===== config.mk =====
export PLATFORM = sky130hd
export DESIGN_NAME = stream_fn
export DESIGN_NICKNAME = d
export VERILOG_FILES = /design/src/rtl/stream_fn.sv
export SDC_FILE = /design/constraint.sdc
export NUM_CORES = 1
export LEC_CHECK = 0
export CAP_MARGIN = 0
export CORE_ASPECT_RATIO = 1.75
export CORE_MARGIN = 2
export CORE_UTILIZATION = 59
export DETAILED_ROUTE_END_ITERATION = 8
export GPL_ROUTABILITY_DRIVEN = 0
export PLACE_DENSITY = 0.86
export RECOVER_POWER = 50
export SLEW_MARGIN = 20
export SYNTH_ARGS = -nofsm -noshare
export SYNTH_HDL_FRONTEND = slang
export SYNTH_SLANG_ARGS = --single-unit

===== constraint.sdc =====
create_clock -name clock -period 7.15 [get_ports clock]
set_input_delay 2.145 -clock clock [delete_from_list [all_inputs] [get_ports clock]]
set_output_delay 2.145 -clock clock [all_outputs]
set_load 0.02 [all_outputs]

===== src/rtl/stream_fn.sv =====
// Multi-cycle custom instruction: programs a DMA, buffers the streamed array in a FIFO and
// reduces it to a saturating unsigned sum or an unsigned max.
module stream_fn #(
    parameter int unsigned DATA_W     = 8,
    parameter int unsigned FIFO_DEPTH = 8,
    parameter int unsigned CNT_W      = 16,
    parameter logic [31:0] WM_BASE    = 32'h0
) (
    input  logic              clock,
    input  logic              aclr_n,
    input  logic              clk_en,
    input  logic              start,
    input  logic [31:0]       dataa,
    input  logic [31:0]       datab,
    input  logic              n,
    output logic [31:0]       result,
    output logic              done,
    output logic [2:0]        dma_ctl_address,
    output logic              dma_ctl_chipselect,
    output logic              dma_ctl_write_n,
    output logic [31:0]       dma_ctl_writedata,
    input  logic [31:0]       dma_ctl_readdata,
    input  logic [4:0]        dma_wm_address,
    input  logic              dma_wm_chipselect,
    input  logic              dma_wm_write_n,
    input  logic [DATA_W-1:0] dma_wm_writedata,
    output logic              dma_wm_waitrequest
);

    localparam int unsigned PtrW     = (FIFO_DEPTH > 1) ? $clog2(FIFO_DEPTH) : 1;
    localparam logic [PtrW:0] DepthW = (PtrW + 1)'(FIFO_DEPTH);
    localparam logic [31:0] ByteScale = 32'(DATA_W / 8);
    localparam logic [31:0] SizeBits  = (DATA_W == 8)  ? 32'h1 :
                                        (DATA_W == 16) ? 32'h2 : 32'h4;
    // GO | LEEN | WCON | size
    localparam logic [31:0] CtlWord   = 32'h0000_0288 | SizeBits;

    typedef enum logic [2:0] {
        StIdle, StClr, StRaddr, StWaddr, StLen, StCtl, StStream, StFin
    } state_e;

    state_e            state_q, state_d;
    logic [31:0]       base_q, base_d;
    logic [CNT_W-1:0]  count_q, count_d;
    logic [CNT_W-1:0]  consumed_q, consumed_d;
    logic [CNT_W-1:0]  pushed_q, pushed_d;
    logic              mode_q, mode_d;
    logic [31:0]       acc_q, acc_d;
    logic [31:0]       result_q, result_d;
    logic              done_q, done_d;
    logic              cs_q, cs_d;
    logic              wn_q, wn_d;
    logic [2:0]        addr_q, addr_d;
    logic [31:0]       wdata_q, wdata_d;
    logic [PtrW-1:0]   wr_ptr_q, wr_ptr_d;
    logic [PtrW-1:0]   rd_ptr_q, rd_ptr_d;
    logic [PtrW:0]     fill_q, fill_d;
    logic [DATA_W-1:0] mem_q [FIFO_DEPTH];

    logic        full, empty, push, store, pop;
    logic [31:0] head;
    logic [32:0] sum_ext;
    logic        unused_inputs;

    assign unused_inputs = ^{dma_ctl_readdata, dma_wm_address, datab};

    assign full    = (fill_q == DepthW);
    assign empty   = (fill_q == '0);
    assign head    = 32'(mem_q[rd_ptr_q]);
    assign sum_ext = {1'b0, acc_q} + {1'b0, head};

    // Accepted bus writes are only stored while streaming and below the requested count.
    assign push  = dma_wm_chipselect & ~dma_wm_write_n & ~full;
    assign store = push && (state_q == StStream) && (pushed_q != count_q);
    assign pop   = clk_en && (state_q == StStream) && !empty;

    always_comb begin
        state_d    = state_q;
        base_d     = base_q;
        count_d    = count_q;
        consumed_d = consumed_q;
        pushed_d   = pushed_q;
        mode_d     = mode_q;
        acc_d      = acc_q;
        result_d   = result_q;
        done_d     = 1'b0;
        cs_d       = cs_q;
        wn_d       = wn_q;
        addr_d     = addr_q;
        wdata_d    = wdata_q;

        if (clk_en) begin
            cs_d    = 1'b0;
            wn_d    = 1'b1;
            addr_d  = 3'd0;
            wdata_d = 32'd0;
            unique case (state_q)
                StIdle: begin
                    if (start) begin
                        base_d     = dataa;
                        count_d    = datab[CNT_W-1:0];
                        mode_d     = n;
                        acc_d      = 32'd0;
                        consumed_d = '0;
                        pushed_d   = '0;
                        if (datab[CNT_W-1:0] == '0) begin
                            state_d = StFin;
                        end else begin
                            state_d = StClr;
                            cs_d    = 1'b1;
                            wn_d    = 1'b0;
                        end
                    end
                end
                StClr: begin
                    state_d = StRaddr;
                    cs_d    = 1'b1;
                    wn_d    = 1'b0;
                    addr_d  = 3'd1;
                    wdata_d = base_q;
                end
                StRaddr: begin
                    state_d = StWaddr;
                    cs_d    = 1'b1;
                    wn_d    = 1'b0;
                    addr_d  = 3'd2;
                    wdata_d = WM_BASE;
                end
                StWaddr: begin
                    state_d = StLen;
                    cs_d    = 1'b1;
                    wn_d    = 1'b0;
                    addr_d  = 3'd3;
                    wdata_d = 32'(count_q) * ByteScale;
                end
                StLen: begin
                    state_d = StCtl;
                    cs_d    = 1'b1;
                    wn_d    = 1'b0;
                    addr_d  = 3'd6;
                    wdata_d = CtlWord;
                end
                StCtl: state_d = StStream;
                StStream: begin
                    if (pop) begin
                        if (mode_q) begin
                            acc_d = (head > acc_q) ? head : acc_q;
                        end else begin
                            acc_d = sum_ext[32] ? 32'hFFFF_FFFF : sum_ext[31:0];
                        end
                        consumed_d = consumed_q + 1'b1;
                        if (consumed_d == count_q) begin
                            state_d = StFin;
                        end
                    end
                end
                StFin: begin
                    result_d = acc_q;
                    done_d   = 1'b1;
                    state_d  = StIdle;
                end
                default: state_d = StIdle;
            endcase
        end

        wr_ptr_d = wr_ptr_q;
        rd_ptr_d = rd_ptr_q;
        fill_d   = fill_q;
        if (store) begin
            pushed_d = pushed_q + 1'b1;
            wr_ptr_d = wr_ptr_q + 1'b1;
        end
        if (pop) begin
            rd_ptr_d = rd_ptr_q + 1'b1;
        end
        if (store && !pop) begin
            fill_d = fill_q + 1'b1;
        end else if (!store && pop) begin
            fill_d = fill_q - 1'b1;
        end
    end

    always_ff @(posedge clock or negedge aclr_n) begin
        if (!aclr_n) begin
            state_q    <= StIdle;
            base_q     <= 32'd0;
            count_q    <= '0;
            consumed_q <= '0;
            pushed_q   <= '0;
            mode_q     <= 1'b0;
            acc_q      <= 32'd0;
            result_q   <= 32'd0;
            done_q     <= 1'b0;
            cs_q       <= 1'b0;
            wn_q       <= 1'b1;
            addr_q     <= 3'd0;
            wdata_q    <= 32'd0;
            wr_ptr_q   <= '0;
            rd_ptr_q   <= '0;
            fill_q     <= '0;
        end else begin
            state_q    <= state_d;
            base_q     <= base_d;
            count_q    <= count_d;
            consumed_q <= consumed_d;
            pushed_q   <= pushed_d;
            mode_q     <= mode_d;
            acc_q      <= acc_d;
            result_q   <= result_d;
            done_q     <= done_d;
            cs_q       <= cs_d;
            wn_q       <= wn_d;
            addr_q     <= addr_d;
            wdata_q    <= wdata_d;
            wr_ptr_q   <= wr_ptr_d;
            rd_ptr_q   <= rd_ptr_d;
            fill_q     <= fill_d;
        end
    end

    always_ff @(posedge clock) begin
        if (store) begin
            mem_q[wr_ptr_q] <= dma_wm_writedata;
        end
    end

    assign result             = result_q;
    assign done               = done_q;
    assign dma_ctl_address    = addr_q;
    assign dma_ctl_chipselect = cs_q;
    assign dma_ctl_write_n    = wn_q;
    assign dma_ctl_writedata  = wdata_q;
    assign dma_wm_waitrequest = full;

endmodule

==> results.md <==
- Number of buffers created by CTS: 23
- CTS Root Cell: clkbuf_16
- Top Ports: 187
- Floorplan die height: a little under 200 um
- Count of port buffers added during placement: 133
- Most instantiated flip-flop cell in the synthesis netlist: dfrtp_1
- Lkg Pwr: 6.08 nW
- Post-DR vias/cell: about 6.3
- Count of standard-cell rows: 70
- Pin count of the biggest net entering global routing: 107
- Clock insertion delay at the later pin of the skew report: 530 ps
- Count of hold buffers inserted by post-cts repair: 0
- Area growth syn-to-layout: 17.6%
- Final core utilization: 0.703
- Sequential element share of the synthesized area: 0.548
- Count of cells along the worst register-to-register path: 10
- Transition time at the pin with the least slew margin: 2690 ps
- Clock tree buffer depth: 3
- Path category of the worst min-delay check: reg2reg
- Drc violations: 0
- Synthesized area: 12,500 sq um
- Kind of capture point of the worst setup path: flop
- Wire length per cell after detailed routing: roughly 20 um
- Clk pin slew, worst setup/hold paths: 70 ps
- Total of fill cells in the finished design: roughly 1,400
- Post-route antenna net violation count: 0
- Number of hold violations in the final report: 0
- Detailed placement HPWL: 20.0 mm
- Core area: 20,800 sq um
- CTS H-tree depth: 1
- Final sum of negative setup slack: 0 ps
- Total Routed Length: slightly below 30 mm
- Outcome: finished with violations
- Cell taking the most area after synthesis: dfrtp_1
- F_max: 181 MHz
- Starting DRC count in detailed routing: around 880
- TritonCTS clock tree: built
- Count of antenna diodes in the layout: 0
- Post-synthesis instance total: 1,099
- Placed cell areas: between 10,000 and 15,000 sq um
- Initial core utilization: 0.597
- Peak ir drop on the vdd network: approximately 0.25 mV
- Flop and latch count out of synthesis: 260
- Mean instance size in the synthesized netlist: 11.3 sq um
- Count of pins over their slew limit: around 180
- Final nets: 1,355
- Post CTS Setup Buffer Count: 0
- First-pass GRT wire length: 48.0 mm
- Max-Slew Margin vs Limit: -0.793
- Overall die area: roughly 22,000 sq um
- Hold-critical path depth: 2
- Number of enable-type register cells in the synthesized netlist: 64
- GRT Overall Usage: 0.267
- MaxCap Viol Count: 3
- Congestion Overflow GR: 0
- 1st-pass router iterations: 5
- CP max FO: 21
- Layout cell share with drive strength beyond 1: 0.117
- Setup CP Type: in2reg
- Share of the synthesized area in the top cell type: 0.392
- Period Utilization, post-route: 0.772
- Vias in the first global route: 9,567
- Yosys warning count: 0
- Total via count after detailed routing: 9,347
- Final number of setup-violating endpoints: 0
- Ys async rst share: 0.754
- Pre-CTS setup slack: 1920 ps
- Post-synth cell types: 74
- Post-CTS sizing: 0
- Number of antenna violations at the first check in global routing: 0
- Total number of clock tree sinks: 260
- Time the final worst path needs with I/O delays and setup: about 5500 ps
- Dominant cells by area after synthesis: dfrtp_1, edfxtp_1, mux2_2
- Violated checks: capacitance limit, slew limit
- Arr. time, crit path: 5930 ps
- Required arrival time at the worst endpoint: 7570 ps
- PwrDens: 340 nW/um^2
- Most common cell after layout, fill and taps aside: dfrtp_1
- Top library cells by usage in the layout, fill and taps aside: dfrtp_1, nand2_1, clkdlybuf4s50_1
- Chip width: 114 um
- Synth Net Count: 1,243
- Clock tree skew after final layout: ~22 ps
- Sort of element at the start of the critical path: input port
- RSZ-0062 raised after global routing: false
- Setup WS post-layout: approximately 1600 ps
- Cell area after layout: 14,600 sq um
## Yosys cell counts (7+ instances only)
cell / count
a21oi_1: 30
a22o_1: 18
a31oi_1: 11
and2_1: 8
and3_1: 16
buf_1: 11
buf_2: 18
clkbuf_1: 27
dfrtp_1: 195
edfxtp_1: 64
ha_1: 26
inv_1: 24
mux2_2: 57
mux2i_1: 18
mux4_2: 16
nand2_1: 150
nand3_1: 32
nand4_1: 10
nor2_1: 48
nor2b_1: 7
nor3_1: 12
nor4_1: 18
o211ai_1: 7
o21ai_0: 75
o21ai_1: 17
o2bb2ai_1: 13
o311ai_1: 12
o31ai_1: 15
xnor2_1: 25
xor2_1: 30
## kinds of logic (layout without fill, tap and decap cells)
logic type,Yosys count,count (layout),share of synthesized area
adder cells (fa/ha/maj),28,28,0.0293
buffers and inverters,90,218,0.0324
AND/OR/NAND/NOR,332,332,0.126
XOR/XNOR,55,55,0.0387
AO/OA/AOI/OAI,243,243,0.130
multiplexers,91,91,0.0949
flip-flops,260,260,0.548
## critical path, cell delays in order
cell and delay, ps:
dlygate4sd3_1 520, clkbuf_1 620, and3_1 260, clkbuf_1 620
inv_2 380, ha_1 330, inv_1 120, ha_1 240
a21o_1 160, a21oi_1 180, xnor2_1 140, nor2_1 60
xor2_1 140
## sequential cells by signal, summed over array words and instances, names as in the netlist, 3 cells and up
signal,flops
dma_ctl_writedata,32
dma_ctl_address,3
rd_ptr_q,3
mem_q,64
consumed_q,16
fill_q,4
result,32
acc_q,32
wr_ptr_q,3
state_q,3
base_q,32
pushed_q,16
count_q,16
## final timing paths
path / from / to / slack, ps
min in group asynchronous: aclr_n / result[28]$_DFFE_PN0P_ / 2430
setup / recovery: clk_en / fill_q[3]$_DFFE_PN0P_ / 1630
hold / removal: result[15]$_DFFE_PN0P_ / result[15]$_DFFE_PN0P_ / 470
hold reg to reg: result[15]$_DFFE_PN0P_ / result[15]$_DFFE_PN0P_ / 470
setup reg to reg: rd_ptr_q[0]$_DFFE_PN0P_ / acc_q[14]$_DFFE_PN0P_ / 2830
max in group asynchronous: aclr_n / base_q[20]$_DFFE_PN0P_ / 2370
## report_power, final
part	switching [mW]	leakage, nW	internal [mW]	total, mW
clock	0.550	0.356	0.670	1.22
sequential	0.339	3.17	1.79	2.13
combinational	0.864	2.56	0.761	1.62
## final cells by class
cell class / instances / area [sq um] / area share
flip-flops and latches: 260 / 6830 / 0.466
multi-input cells: 749 / 5230 / 0.357
repair buffers: 150 / 1430 / 0.0978
clock buffers: 29 / 638 / 0.0436
well taps: 252 / 315 / 0.0215
inverters: 27 / 101 / 0.00692
clock inverters: 12 / 95.1 / 0.00649
## per-layer routing
| layer | share of wire | GRT usage |
|---|---|---|
| met5 | 0 | 0 |
| met4 | 0.051 | 0.143 |
| met3 | 0.049 | 0.0318 |
| met2 | 0.54 | 0.488 |
| met1 | 0.36 | 0.300 |
## stage by stage
step / hold WS (ps) / power, mW / instances
floorplan: 447 / 3.23 / 1099
global route: 490 / 5.21 / 1479
global placement: 456 / 3.66 / 1438
detailed placement: 462 / 3.76 / 1438
CTS: 478 / 4.98 / 1479
finish: 471 / 4.98 / 1479
Note: power is estimated with default switching activity, not from simulation.
